`src/rtl/frame_gen_pkg.sv`:
```
// frame_gen_pkg: shared constants, state encoding and length clamp for the test-frame generator
package frame_gen_pkg;
   localparam logic [15:0] ETHERTYPE_TEST = 16'h88B5;
   localparam int MIN_LEN = 60;
   localparam int MAX_LEN = 1514;
   localparam int BEAT_BYTES = 64;
   typedef enum logic [1:0] {IDLE, SEND, GAP} state_t;
   function automatic logic [10:0] clamp_len(input logic [10:0] len);
      return len < 11'(MIN_LEN) ? 11'(MIN_LEN) : len > 11'(MAX_LEN) ? 11'(MAX_LEN) : len;
   endfunction
endpackage

```
`src/rtl/frame_beat_builder.sv`:
```
// frame_beat_builder: combinational data/keep/last for one beat of a test frame
module frame_beat_builder
   import frame_gen_pkg::*;
#(
   parameter int DATA_WIDTH = 512
) (
   input  logic [4:0]              beat,
   input  logic [10:0]             len,
   input  logic [47:0]             dst_mac,
   input  logic [47:0]             src_mac,
   input  logic [63:0]             seq,
   input  logic [63:0]             ts,
   output logic [DATA_WIDTH-1:0]   data,
   output logic [DATA_WIDTH/8-1:0] keep,
   output logic                    last
);
   logic [239:0] hdr;
   assign hdr = {dst_mac, src_mac, ETHERTYPE_TEST, seq, ts};
   assign last = {6'd0, beat} == (len - 11'd1) >> 6;
   for (genvar i = 0; i < DATA_WIDTH / 8; i++) begin : g_byte
      logic [10:0] idx;
      assign idx = {beat, 6'(i)};
      assign keep[i] = idx < len;
      // header bytes only exist in beat 0; everything else is the byte index
      if (i < 30) begin : g_hdr
         assign data[8*i +: 8] = !keep[i] ? '0 : beat == '0 ? hdr[239-8*i -: 8] : idx[7:0];
      end else begin : g_pay
         assign data[8*i +: 8] = keep[i] ? idx[7:0] : '0;
      end
   end
endmodule

```
`src/rtl/frame_generator.sv`:
```
// frame_generator: AXIS test-frame source with sequence numbers, TX timestamps and sent counters
module frame_generator
   import frame_gen_pkg::*;
#(
   parameter int DATA_WIDTH = 512,
   parameter int ID_WIDTH = 3
) (
   input  logic                    clk,
   input  logic                    rst,
   output logic                    ready,
   input  logic                    start,
   input  logic                    stop,
   input  logic [10:0]             cfg_frame_len,
   input  logic [31:0]             cfg_frame_count,
   input  logic [15:0]             cfg_gap,
   input  logic [47:0]             cfg_dst_mac,
   input  logic [47:0]             cfg_src_mac,
   input  logic [ID_WIDTH-1:0]     cfg_id,
   output logic [127:0]            result,
   output logic [DATA_WIDTH-1:0]   axis_m_data,
   output logic [DATA_WIDTH/8-1:0] axis_m_keep,
   output logic                    axis_m_last,
   output logic [DATA_WIDTH/8-1:0] axis_m_user,
   output logic [ID_WIDTH-1:0]     axis_m_id,
   output logic                    axis_m_valid,
   input  logic                    axis_m_ready
);
   state_t state, state_nx;
   logic [10:0] len;
   logic [31:0] count;
   logic [15:0] gap, gap_cnt;
   logic [47:0] dst_mac, src_mac;
   logic [ID_WIDTH-1:0] id;
   logic [63:0] ts, ts_frame, frames, bytes_sent;
   logic [4:0] beat;
   logic ts_held, stop_pending, fire, eof, done;
   logic [DATA_WIDTH-1:0] beat_data;
   logic [DATA_WIDTH/8-1:0] beat_keep;
   logic beat_last;

   // frames doubles as the sequence number: both clear on start and step per frame
   frame_beat_builder #(.DATA_WIDTH(DATA_WIDTH)) u_builder (
      .beat    (beat),
      .len     (len),
      .dst_mac (dst_mac),
      .src_mac (src_mac),
      .seq     (frames),
      .ts      (ts_held ? ts_frame : ts),
      .data    (beat_data),
      .keep    (beat_keep),
      .last    (beat_last)
   );

   assign fire = state == SEND && axis_m_ready;
   assign eof = fire && beat_last;
   assign done = stop_pending || stop || (count != '0 && frames + 64'd1 == 64'(count));

   always_comb begin
      state_nx = state;
      ready = state == IDLE;
      axis_m_valid = state == SEND;
      axis_m_data = state == SEND ? beat_data : '0;
      axis_m_keep = state == SEND ? beat_keep : '0;
      axis_m_last = state == SEND && beat_last;
      axis_m_user = '0;
      axis_m_id = id;
      result = {frames, bytes_sent};
      if (state == IDLE && start) state_nx = SEND;
      else if (eof) state_nx = done ? IDLE : gap != '0 ? GAP : SEND;
      else if (state == GAP && (stop || gap_cnt == 16'd1)) state_nx = stop ? IDLE : SEND;
   end

   always_ff @(posedge clk or posedge rst) begin
      if (rst) begin
         state <= IDLE;
         ts <= '0;
         ts_frame <= '0;
         ts_held <= 1'b0;
         len <= 11'(MIN_LEN);
         count <= '0;
         gap <= '0;
         gap_cnt <= '0;
         dst_mac <= '0;
         src_mac <= '0;
         id <= '0;
         frames <= '0;
         bytes_sent <= '0;
         beat <= '0;
         stop_pending <= 1'b0;
      end else begin
         state <= state_nx;
         ts <= ts + 64'd1;
         if (state == IDLE && start) begin
            len <= clamp_len(cfg_frame_len);
            count <= cfg_frame_count;
            gap <= cfg_gap;
            dst_mac <= cfg_dst_mac;
            src_mac <= cfg_src_mac;
            id <= cfg_id;
            frames <= '0;
            bytes_sent <= '0;
            stop_pending <= 1'b0;
         end
         if (state == SEND) begin
            if (beat == '0 && !ts_held) begin
               ts_frame <= ts;
               ts_held <= 1'b1;
            end
            if (stop) stop_pending <= 1'b1;
            if (fire) beat <= beat_last ? '0 : beat + 5'd1;
            if (eof) begin
               frames <= frames + 64'd1;
               bytes_sent <= bytes_sent + 64'(len);
               ts_held <= 1'b0;
               gap_cnt <= gap;
            end
         end
         if (state == GAP) gap_cnt <= gap_cnt - 16'd1;
      end
   end
endmodule

```
`config.mk`:
```
export PLATFORM = sky130hd
export DESIGN_NAME = frame_generator
export DESIGN_NICKNAME = d
export VERILOG_FILES = /design/src/rtl/frame_gen_pkg.sv /design/src/rtl/frame_beat_builder.sv /design/src/rtl/frame_generator.sv
export SDC_FILE = /design/constraint.sdc
export NUM_CORES = 1
export LEC_CHECK = 0
export ABC_AREA = 1
export CAP_MARGIN = 15
export CORE_AREA = 4 4 363 365
export DETAILED_ROUTE_END_ITERATION = 6
export DIE_AREA = 0 0 367 369
export GPL_TIMING_DRIVEN = 0
export PLACE_DENSITY = 0.49
export SETUP_SLACK_MARGIN = 0.15
export SLEW_MARGIN = 0
export SYNTH_ARGS = -nofsm -noshare
export SYNTH_HDL_FRONTEND = slang
export SYNTH_SLANG_ARGS = --single-unit
```
`constraint.sdc`:
```
create_clock -name clk -period 14.11 [get_ports clk]
set_input_delay 2.1165 -clock clk [delete_from_list [all_inputs] [get_ports clk]]
set_output_delay 2.1165 -clock clk [all_outputs]
set_load 0.05 [all_outputs]
```
==> impl_metrics.toml <==
[status]
outcome = "completed"

[drt]
firstDrtPassIters = 7
drc = 0
drtIter0Drc = 2334
vias = 31290
wl_um = 167000
ant_nets = 0
wl_per_cell_um = 24.29
via_per_inst = 4.552

[pwr]
net-switching-power_mw = 6.703
p_sw_share_pct = 58.12
power_frac_clock_pct = 14.1
peakVddDrop_uv = 287.7
power_density_mw_per_mm2 = 276.4
p_int_mw = 4.831
leakage_nw = 18.47
power_frac_seq_pct = 15.1
combPwrFrac_pct = 70.8

[setup_path]
worstSetupPathType = "flop to output port"
crit_buf_inv = 8
crit_slowest_cell = "clkdlybuf4s50_1"
cp.required_ps = 11990
worst-path-max-fanout = 10
path_cells = "inv_1 > clkbuf_1 > buf_8 > ha_1 > nand4_1 > inv_2 > clkbuf_1 > clkbuf_1 > buf_8 > nand2_1 > a21oi_1 > clkdlybuf4s50_1"
max_stage_delay_ps = 900
worst_ep_arrival_time_ps = 7110
crit_top_cell = "clkbuf_1"
worstSetupEndpointType = "output port"
r2r_slack_ps = 9470
crit_family = "buffers and inverters"
startpoint_type = "flop"

[global_route]
grt_pass1_wl_um = 232800
grt_max_degree = 39
grt_overflow = 0
antenna_found_initial = 11
grt_use_total_pct = 23.67
grt_pass1_vias = 30950

[yosys]
ys_seq_area_share_pct = 38.29
synth_edf_count = 0
ys_warn_count = 0
syn_inst = 4123
synthFlopType = "dfrtp_1"
synthesis.area_sq_mm = 0.02870
ys_seq_elements = 439
synth.distinct_cells = 55
synthArstFlopShare_pct = 100.0
avgSynthCellArea_sq_um = 6.961

[clock_network]
cts_buffer_depth = 3
cts.sinks = 439
cts-resized-gates = 0
cts_hold_buf = 0
cts_setup_buffers = 0
h-tree-depth = 2
cts_inserted_buffers = 59
insertion_delay_ps = 660
cts-root-buf = "clkbuf_16"
path_clk_slew_ps = 60
tritoncts = "built"

[layout]
final_common_cell = "nand2_1"
nets = 5333
drive_above_1_share_pct = 9.110
final_cell_mix = "nand2_1 (1109), clkdlybuf4s50_1 (784), nor2_1 (535)"
syn_to_final_growth_pct = 45.39
fillCellCount = 14080

[sta]
setup_viol = 0
post-route-period-util_pct = 65.38
timing.hold.ws_ps = 466.1
drv_slew = 0
skew_ps = 30.38
rsz0062_at_grt = "false"
finalHoldViolCount = 0
clock.fmax_ghz = 0.1084
tightest_slew_ps = 1137
tns_ps = 0
min_period_ps = 9225
max-slew-margin-rel_pct = 23.94

[floorplanning]
initial_core_util_pct = 22.28
io_pins = 937
dieArea_sq_mm = 0.1354
core_sq_mm = 0.1288
die_h_um = 369
std_cell_rows = 132
die_x_um = 367

[placed_design]
hpwl_um = 138100
routabilityCongestion = 0.9530
io_buffers = 784

[min_path]
hold_path_class = "flop to flop"

[flow_run]
max-cap-violations = 0
-- cell families (layout without fill, tap and decap cells) --
family,after synthesis,after routing,synth area share (%)
AO/OA/AOI/OAI,575,575,10.82
adder cells (fa/ha/maj),27,27,1.203
buffers and inverters,868,1786,15.33
flip-flops,439,439,38.29
other,1,159,0.01307
AND/OR/NAND/NOR,2075,2075,29.94
XOR/XNOR,138,138,4.403
-- layout make-up --
type	instances	area (sq um)	area share [%]
Multi-Input combinational cell	2967	13880	33.27
Sequential cell	439	10990	26.34
Timing Repair Buffer	808	8277	19.84
Buffer	408	2674	6.408
Tap cell	1675	2096	5.023
Inverter	460	1733	4.153
Clock buffer	86	1729	4.144
Clock inverter	24	329.1	0.7886
Antenna cell	7	17.52	0.04198
-- power groups by stage --
stage / Sequential [mW] / Combinational [mW] / Clock (mW)
floorplan: 1.74 / 5.00 / 0
global placement: 1.76 / 8.19 / 0
detailed placement: 1.76 / 8.24 / 0
CTS: 1.74 / 8.27 / 1.66
global route: 1.77 / 8.58 / 1.71
finish: 1.74 / 8.17 / 1.62
-- Yosys cell counts, drive strengths merged, types with 2 or more instances --
cell / instances / share of area (%)
and2: 4 / 0.087
nor2: 551 / 7.5
o211ai: 2 / 0.052
a22o: 3 / 0.092
o21ai: 292 / 5.1
buf: 317 / 8.1
ha: 26 / 1.1
nand3b: 4 / 0.10
xor2: 121 / 3.7
a21oi: 182 / 3.2
o31ai: 21 / 0.55
a2111oi: 6 / 0.18
nor4: 28 / 0.61
a31oi: 4 / 0.087
clkbuf: 91 / 1.2
dfstp: 4 / 0.37
a21o: 3 / 0.078
nand2: 1115 / 15
clkinv: 4 / 0.052
a211oi: 20 / 0.52
nand4: 70 / 1.5
inv: 456 / 6.0
xnor2: 13 / 0.40
dfrtp: 435 / 38
nand3: 161 / 2.9
nor3: 131 / 2.3
or2: 5 / 0.11
or4: 3 / 0.078
xnor3: 4 / 0.31
a21boi: 2 / 0.092
o22ai: 37 / 0.81
-- metrics by stage --
stage	utilization [%]	worst slack, ps	area (sq um)	power, mW	instances
CTS	32.37	4705	41700	11.68	6866
detailed placement	30.77	5449	39640	9.998	6756
floorplan	-	6066	29270	6.737	4274
finish	32.39	4885	41730	11.53	6874
global placement	30.44	2061	39210	9.952	6733
global route	32.38	4633	41710	12.07	6869
-- sequential cells by signal, summed over array words and instances (netlist names), 3 cells and up --
| register | count |
|---|---|
| beat | 5 |
| src_mac | 48 |
| axis_m_id | 3 |
| gap_cnt | 16 |
| len | 11 |
| bytes_sent | 64 |
| count | 32 |
| ts_frame | 64 |
| gap | 16 |
| frames | 64 |
| ts | 64 |
| dst_mac | 48 |
-- metal layers --
| metal | wire, um | vias to the layer above | track usage, % | share of wire [%] |
|---|---|---|---|---|
| met5 | 0 | - | 0 | 0 |
| li1 | - | 14800 | - | - |
| met3 | 10910 | 176 | 4.880 | 6.5 |
| met2 | 81100 | 1153 | 40.83 | 49 |
| met4 | 4262 | 0 | 5.585 | 2.6 |
| met1 | 70720 | 15160 | 30.30 | 42 |
-- worst paths after layout --
path | startpoint | end | depth (start not counted)
max in group asynchronous | rst | axis_m_id[1] | 7
hold reg to reg | ts[59] | ts[59] | 1
setup / recovery | beat[0] | axis_m_data[191] | 12
hold / removal | ts[59] | ts[59] | 1
setup reg to reg | beat[0] | ts_frame[2] | 11
min in group asynchronous | rst | dst_mac[44] | 2
Note: power is estimated with default switching activity, not from simulation.
